### config.mk
export PLATFORM = sky130hd
export DESIGN_NAME = fuzz_stim_misr_harness_flat
export DESIGN_NICKNAME = d
export VERILOG_FILES = /design/src/rtl/fuzz_stim_misr_harness_pkg.sv /design/src/rtl/fuzz_stim_misr_harness_if.sv /design/src/rtl/fuzz_stim_misr_harness_misr_compactor.sv /design/src/rtl/fuzz_stim_misr_harness.sv /design/src/flat_wrapper.sv
export SDC_FILE = /design/constraint.sdc
export NUM_CORES = 1
export LEC_CHECK = 0
export BUFFER_PORTS_ARGS = -buffer_cell sky130_fd_sc_hd__buf_2
export CAP_MARGIN = 0
export CORE_AREA = 2 2 350 352
export CTS_BUF_LIST = sky130_fd_sc_hd__clkbuf_16
export DETAILED_ROUTE_END_ITERATION = 8
export DIE_AREA = 0 0 352 354
export SLEW_MARGIN = 40
export SYNTH_ARGS = -nofsm -noshare
export SYNTH_HDL_FRONTEND = slang
export SYNTH_SLANG_ARGS = --single-unit
### constraint.sdc
create_clock -name clk -period 5.3 [get_ports clk]
set_clock_uncertainty 0.15 [all_clocks]
set_input_delay 1.06 -clock clk [delete_from_list [all_inputs] [get_ports clk]]
set_output_delay 1.06 -clock clk [all_outputs]
set_load 0.03 [all_outputs]
### src/rtl/fuzz_stim_misr_harness_pkg.sv
// Shared constants, FSM state type and LFSR step for the stimulus/MISR harness.
package fuzz_harness_pkg;

    localparam logic [31:0] LFSR_MASK   = 32'hA3000000;
    localparam logic [31:0] GOLDEN_STEP = 32'h9E3779B9;

    typedef enum logic [1:0] {IDLE, RUN, DONE} state_t;

    // 32-bit Galois LFSR, right-shifting.
    function automatic logic [31:0] lfsr_next(input logic [31:0] l);
        return (l >> 1) ^ (l[0] ? LFSR_MASK : 32'h0);
    endfunction

endpackage

### src/rtl/fuzz_stim_misr_harness_if.sv
// Control, stimulus and response bundle between a run controller and the harness.
interface fuzz_stim_misr_harness_if #(
    parameter int IN_W  = 252,
    parameter int OUT_W = 199,
    parameter int CNT_W = 16
) ();
    logic             start;
    logic [31:0]      seed;
    logic [CNT_W-1:0] num_vectors;
    logic [OUT_W-1:0] expected_sig;
    logic [IN_W-1:0]  stim;
    logic [OUT_W-1:0] resp;
    logic             busy;
    logic             done;
    logic [OUT_W-1:0] signature;
    logic             match;

    modport master (
        output start, seed, num_vectors, expected_sig, resp,
        input  stim, busy, done, signature, match
    );

    modport slave (
        input  start, seed, num_vectors, expected_sig, resp,
        output stim, busy, done, signature, match
    );
endinterface

### src/rtl/fuzz_stim_misr_harness_misr_compactor.sv
// Multiple-input signature register folding one response word per enabled clock.
module misr_compactor #(
    parameter int              OUT_W     = 199,
    parameter logic [OUT_W-1:0] MISR_POLY = OUT_W'(32'h1D)
) (
    input  logic             clk,
    input  logic             rst,
    input  logic             clr,
    input  logic             en,
    input  logic [OUT_W-1:0] resp,
    output logic [OUT_W-1:0] sig
);

    always_ff @(posedge clk) begin
        if (rst || clr) begin
            sig <= '0;
        end else if (en) begin
            sig <= {sig[OUT_W-2:0], 1'b0} ^ (sig[OUT_W-1] ? MISR_POLY : '0) ^ resp;
        end
    end

endmodule

### src/rtl/fuzz_stim_misr_harness.sv
// LFSR-driven stimulus generator with MISR response compaction and golden compare.
module fuzz_stim_misr_harness
    import fuzz_harness_pkg::*;
#(
    parameter int              IN_W      = 252,
    parameter int              OUT_W     = 199,
    parameter int              HOLD      = 1,
    parameter int              DUT_LAT   = 0,
    parameter int              CNT_W     = 16,
    parameter logic [OUT_W-1:0] MISR_POLY = OUT_W'(32'h1D)
) (
    input  logic                     clk,
    input  logic                     rst,
    fuzz_stim_misr_harness_if.slave  bus
);

    localparam int NW = (IN_W + 31) / 32;
    localparam int HW = (HOLD > 1) ? $clog2(HOLD) : 1;

    state_t           state, state_nxt;
    logic [31:0]      lfsr;
    logic [HW-1:0]    hold_cnt;
    logic [CNT_W-1:0] vec_cnt;
    logic [CNT_W-1:0] nvec;
    logic [IN_W-1:0]  stim;
    logic             match_r;
    logic [OUT_W-1:0] sig;
    logic [31:0]      seed_fix;
    logic             accept, absorb, hold_end, last_vec;

    // Each 32-bit word is the LFSR state salted by a per-word golden-ratio step.
    function automatic logic [IN_W-1:0] expand(input logic [31:0] l);
        logic [NW*32-1:0] w;
        w = '0;
        for (int k = 0; k < NW; k++) begin
            w[k*32 +: 32] = l ^ (32'(k) * GOLDEN_STEP);
        end
        return w[IN_W-1:0];
    endfunction

    assign seed_fix = (bus.seed == 32'h0) ? 32'h1 : bus.seed;

    always_ff @(posedge clk) begin
        if (rst) state <= IDLE;
        else     state <= state_nxt;
    end

    always_comb begin
        state_nxt = state;
        accept    = 1'b0;
        absorb    = 1'b0;
        hold_end  = 1'b0;
        last_vec  = 1'b0;
        case (state)
            IDLE: begin
                if (bus.start) begin
                    accept    = 1'b1;
                    state_nxt = (bus.num_vectors == '0) ? DONE : RUN;
                end
            end
            RUN: begin
                absorb   = (hold_cnt == HW'(DUT_LAT));
                hold_end = (hold_cnt == HW'(HOLD - 1));
                last_vec = (vec_cnt == nvec - CNT_W'(1));
                if (hold_end && last_vec) state_nxt = DONE;
            end
            DONE:    state_nxt = IDLE;
            default: state_nxt = IDLE;
        endcase
    end

    always_ff @(posedge clk) begin
        if (rst) begin
            lfsr     <= 32'h1;
            hold_cnt <= '0;
            vec_cnt  <= '0;
            nvec     <= '0;
            stim     <= '0;
            match_r  <= 1'b0;
        end else if (accept) begin
            lfsr     <= seed_fix;
            nvec     <= bus.num_vectors;
            hold_cnt <= '0;
            vec_cnt  <= '0;
            match_r  <= 1'b0;
            stim     <= (bus.num_vectors == '0) ? '0 : expand(seed_fix);
        end else if (state == RUN) begin
            if (hold_end) begin
                hold_cnt <= '0;
                lfsr     <= lfsr_next(lfsr);
                if (last_vec) begin
                    stim <= '0;
                end else begin
                    vec_cnt <= vec_cnt + CNT_W'(1);
                    stim    <= expand(lfsr_next(lfsr));
                end
            end else begin
                hold_cnt <= hold_cnt + HW'(1);
            end
        end else if (state == DONE) begin
            match_r <= (sig == bus.expected_sig);
        end
    end

    misr_compactor #(
        .OUT_W     (OUT_W),
        .MISR_POLY (MISR_POLY)
    ) u_misr (
        .clk  (clk),
        .rst  (rst),
        .clr  (accept),
        .en   (absorb),
        .resp (bus.resp),
        .sig  (sig)
    );

    assign bus.stim      = stim;
    assign bus.busy      = (state == RUN);
    assign bus.done      = (state == DONE);
    assign bus.signature = sig;
    assign bus.match     = match_r;

endmodule
### src/flat_wrapper.sv
// flat-port wrapper written by rule: the top's interface ports become plain ports
module fuzz_stim_misr_harness_flat import fuzz_harness_pkg::*;
#(
    parameter int              IN_W      = 252,
    parameter int              OUT_W     = 199,
    parameter int              HOLD      = 1,
    parameter int              DUT_LAT   = 0,
    parameter int              CNT_W     = 16,
    parameter logic [OUT_W-1:0] MISR_POLY = OUT_W'(32'h1D)
)
  (clk, rst, bus_start, bus_seed, bus_num_vectors, bus_expected_sig, bus_resp, bus_stim, bus_busy, bus_done, bus_signature, bus_match);
  fuzz_stim_misr_harness_if #(.IN_W(IN_W), .OUT_W(OUT_W), .CNT_W(CNT_W)) bus_i ();
  input  logic clk;
  input  logic rst;
  input wire logic [$bits(bus_i.start)-1:0] bus_start;
  input wire logic [$bits(bus_i.seed)-1:0] bus_seed;
  input wire logic [$bits(bus_i.num_vectors)-1:0] bus_num_vectors;
  input wire logic [$bits(bus_i.expected_sig)-1:0] bus_expected_sig;
  input wire logic [$bits(bus_i.resp)-1:0] bus_resp;
  output wire logic [$bits(bus_i.stim)-1:0] bus_stim;
  output wire logic [$bits(bus_i.busy)-1:0] bus_busy;
  output wire logic [$bits(bus_i.done)-1:0] bus_done;
  output wire logic [$bits(bus_i.signature)-1:0] bus_signature;
  output wire logic [$bits(bus_i.match)-1:0] bus_match;
  assign bus_i.start = bus_start;
  assign bus_i.seed = bus_seed;
  assign bus_i.num_vectors = bus_num_vectors;
  assign bus_i.expected_sig = bus_expected_sig;
  assign bus_i.resp = bus_resp;
  assign bus_stim = bus_i.stim;
  assign bus_busy = bus_i.busy;
  assign bus_done = bus_i.done;
  assign bus_signature = bus_i.signature;
  assign bus_match = bus_i.match;
  fuzz_stim_misr_harness #(.IN_W(IN_W), .OUT_W(OUT_W), .HOLD(HOLD), .DUT_LAT(DUT_LAT), .CNT_W(CNT_W), .MISR_POLY(MISR_POLY)) u_core (.clk(clk), .rst(rst), .bus(bus_i));
endmodule
==> impl_metrics.tcl <==
set metrics [dict create \
    status "completed" \
    cts_resized 0 \
    synth.distinct_cells 68 \
    met1_length_mm 54.8 \
    drt_iter0_drc 1773 \
    core_area_mm2 0.121 \
    synth_flop_cell "dfxtp_1" \
    synth_seq_cells 331 \
    postSynthCellCount 2250 \
    ios 903 \
    grt_pass1_wl_mm 174 \
    clockBufferDepth 3 \
    start_util 0.156 \
    first_pass_iters 6 \
    cts_setup_buffers 0 \
    num_vias 20100 \
    drc 0 \
    yosysWarnings 0 \
    grt-ovfl-total 0 \
    setup_violations 0 \
    synth_area_mm2 0.0188 \
    setup.worst_path.end_class "register" \
    nets 3369 \
    wl_per_cell_um 29.2 \
    cts_tree "yes" \
    cts.htree.levels 2 \
    r2r-start "u_core.nvec[5]$_SDFFE_PP0P_" \
    fin_crit_sh 0.743 \
    drive_above_1_share 0.361 \
    final_cell_mix "buf_2, dfxtp_1, nor2_1, a211oi_1, xnor2_1" \
    cts.sinks 331 \
    syn-num-nets 2701 \
    place.gp.congestion 0.970 \
    vdd_drop_max_uv 213 \
    grtUsageTotal 0.205 \
    finalSetupTns_ns 0 \
    layout.cells.most_common "buf_2" \
    hold_buffers 0 \
    pwr-share-comb 0.296 \
    hold_start "u_core.state[1]$_SDFFE_PP0P_" \
    wl_met2_mm 62.2 \
    grt_max_degree 137 \
    crit_path_max_fanout 25 \
    drv_cap 0 \
    leakage_nw 11.1 \
    top_layer "met5" \
    ys_seq_area_frac 0.352 \
    antenna_found_initial 41 \
    hpwlAfterDp_mm 114 \
    cp.arrival_ns 4.27 \
    hold_viol_final 0 \
    clk_latency_ns 0.62 \
    timing.fmax_mhz 254 \
    final_cell_area_mm2 0.0254 \
    dieWidth_um 352 \
    fp-row-count 128 \
    placed_cell_area_mm2 0.0240 \
    p_switching_mw 3.53 \
    async_reset_ff_frac 0 \
    cts_root_buf "clkbuf_16" \
    critical_path_class "register to register" \
    path_clk_slew_ns 0.06 \
    fin_crit_ns 3.94 \
    wirelength_mm 134 \
    p_per_area_mw_per_mm2 340 \
    grt_pass1_vias 18900 \
    numCtsBuffers 45 \
    area.growth.synth_to_final_pct 35.0 \
    avgSynthCellArea_um2 8.37 \
    numPortBuffers 902 \
    maxSlewViolCount 0 \
    cp.required_ns 5.63 \
    power.share.clock 0.349 \
    grt_setup_unrepaired "false" \
    dieHeight_um 354 \
    met3_length_mm 9.52 \
    via_per_inst 4.38 \
    die_area_mm2 0.125 \
    ant_nets 0 \
    internal_power_mw 5.11 \
    swShare 0.409 \
    relSlewSlack 0.366 \
    whs_ns 0.319 \
    worst_pin_slew_ns 0.951 \
    synth_enable_flop_cells 0 \
    setup.worst_path.start "u_core.nvec[5]$_SDFFE_PP0P_" \
    hold_path_class "register to register" \
    startpoint_type "register" \
    p_seq_frac 0.355 \
]
final cells by class:
| type | count | area (um^2) |
|---|---|---|
| clock buffers | 45 | 1130 |
| fillers | 13600 | 95500 |
| well taps | 1625 | 2030 |
| clock inverters | 33 | 272 |
| multi-input cells | 1477 | 9970 |
| inverters | 119 | 447 |
| repair buffers | 944 | 4930 |
| flip-flops and latches | 331 | 6630 |
| diodes | 11 | 27.5 |
kinds of logic after synthesis:
logic type / count (synthesis) / synth area share
buf+inv: 442 / 0.127
compound gates: 543 / 0.222
mux: 13 / 0.00691
simple gates: 613 / 0.149
xor+xnor: 306 / 0.142
flops: 331 / 0.352
fa+ha+maj: 2 / 0.00133
synthesized netlist by cell type, drive strengths merged (12+ instances only):
master,number,area (um^2)
dfxtp,331,6630
nor2,281,1060
buf,199,1480
a211oi,197,1480
xnor2,169,1480
nand2,143,537
xor2,137,1200
clkbuf,124,465
inv,119,447
nor4,55,359
o21ai,54,270
o22ai,47,294
o2bb2ai,45,394
a21oi,35,175
a311oi,28,245
a22oi,27,203
a211o,22,193
nand4,22,138
o41ai,22,350
nand2b,18,113
nor2b,18,113
or3,18,118
nand3,14,70.1
nor3,14,70.1
mux2i,13,130
a221oi,12,105
a22o,12,105
sequential cells by signal, summed over array words and instances, names as in the netlist:
signal and count:
u_core.bus.stim 64, u_core.vec_cnt 16, u_core.u_misr.sig 199, u_core.lfsr 32, u_core.hold_cnt 1, u_core.nvec 16
u_core.bus.match 1, u_core.state 2
power groups by stage:
stage / clock [mW] / sequential, mW / combinational (mW)
floorplan: 0 / 3.24 / 1.41
global placement: 0 / 3.12 / 2.55
detailed placement: 0 / 3.12 / 2.57
CTS: 3.13 / 3.07 / 2.58
global route: 3.18 / 3.09 / 2.70
finish: 3.02 / 3.07 / 2.56
stage by stage:
stage               cells  setup WS [ns]   util  total power [mW]
finish               4585           1.36  0.210              8.64
global route         4577           1.11  0.210              8.97
CTS                  4573           1.36  0.210              8.77
detailed placement   4495           1.36  0.198              5.69
global placement     4493           1.38  0.197              5.66
floorplan            2250           2.39      -              4.65
per-layer routing:
metal	global-route usage	vias up
li1	-	9104
met1	0.252	9686
met2	0.340	1091
met3	0.0439	207
met4	0.100	10
met5	0	-
worst max-delay path: stages (launching register included):
cell	delay, ns
dfxtp_1	0.38
or4_4	0.58
or3_4	0.39
nor4_1	0.38
o221ai_1	0.24
nor4_4	0.25
buf_4	0.31
and2_2	0.68
buf_4	0.32
o41ai_2	0.09
worst paths after layout:
kind                                                          end  slack (ns)  depth (start not counted)
worst min register to register       u_core.state[1]$_SDFFE_PP0P_        0.32                          1
worst max register to register  u_core.bus.stim[117]$_SDFFE_PP0P_        1.36                          9
worst max-delay path            u_core.bus.stim[117]$_SDFFE_PP0P_        1.36                          9
worst min-delay path                 u_core.state[1]$_SDFFE_PP0P_        0.32                          1
Power figures use the tool's default switching activity.
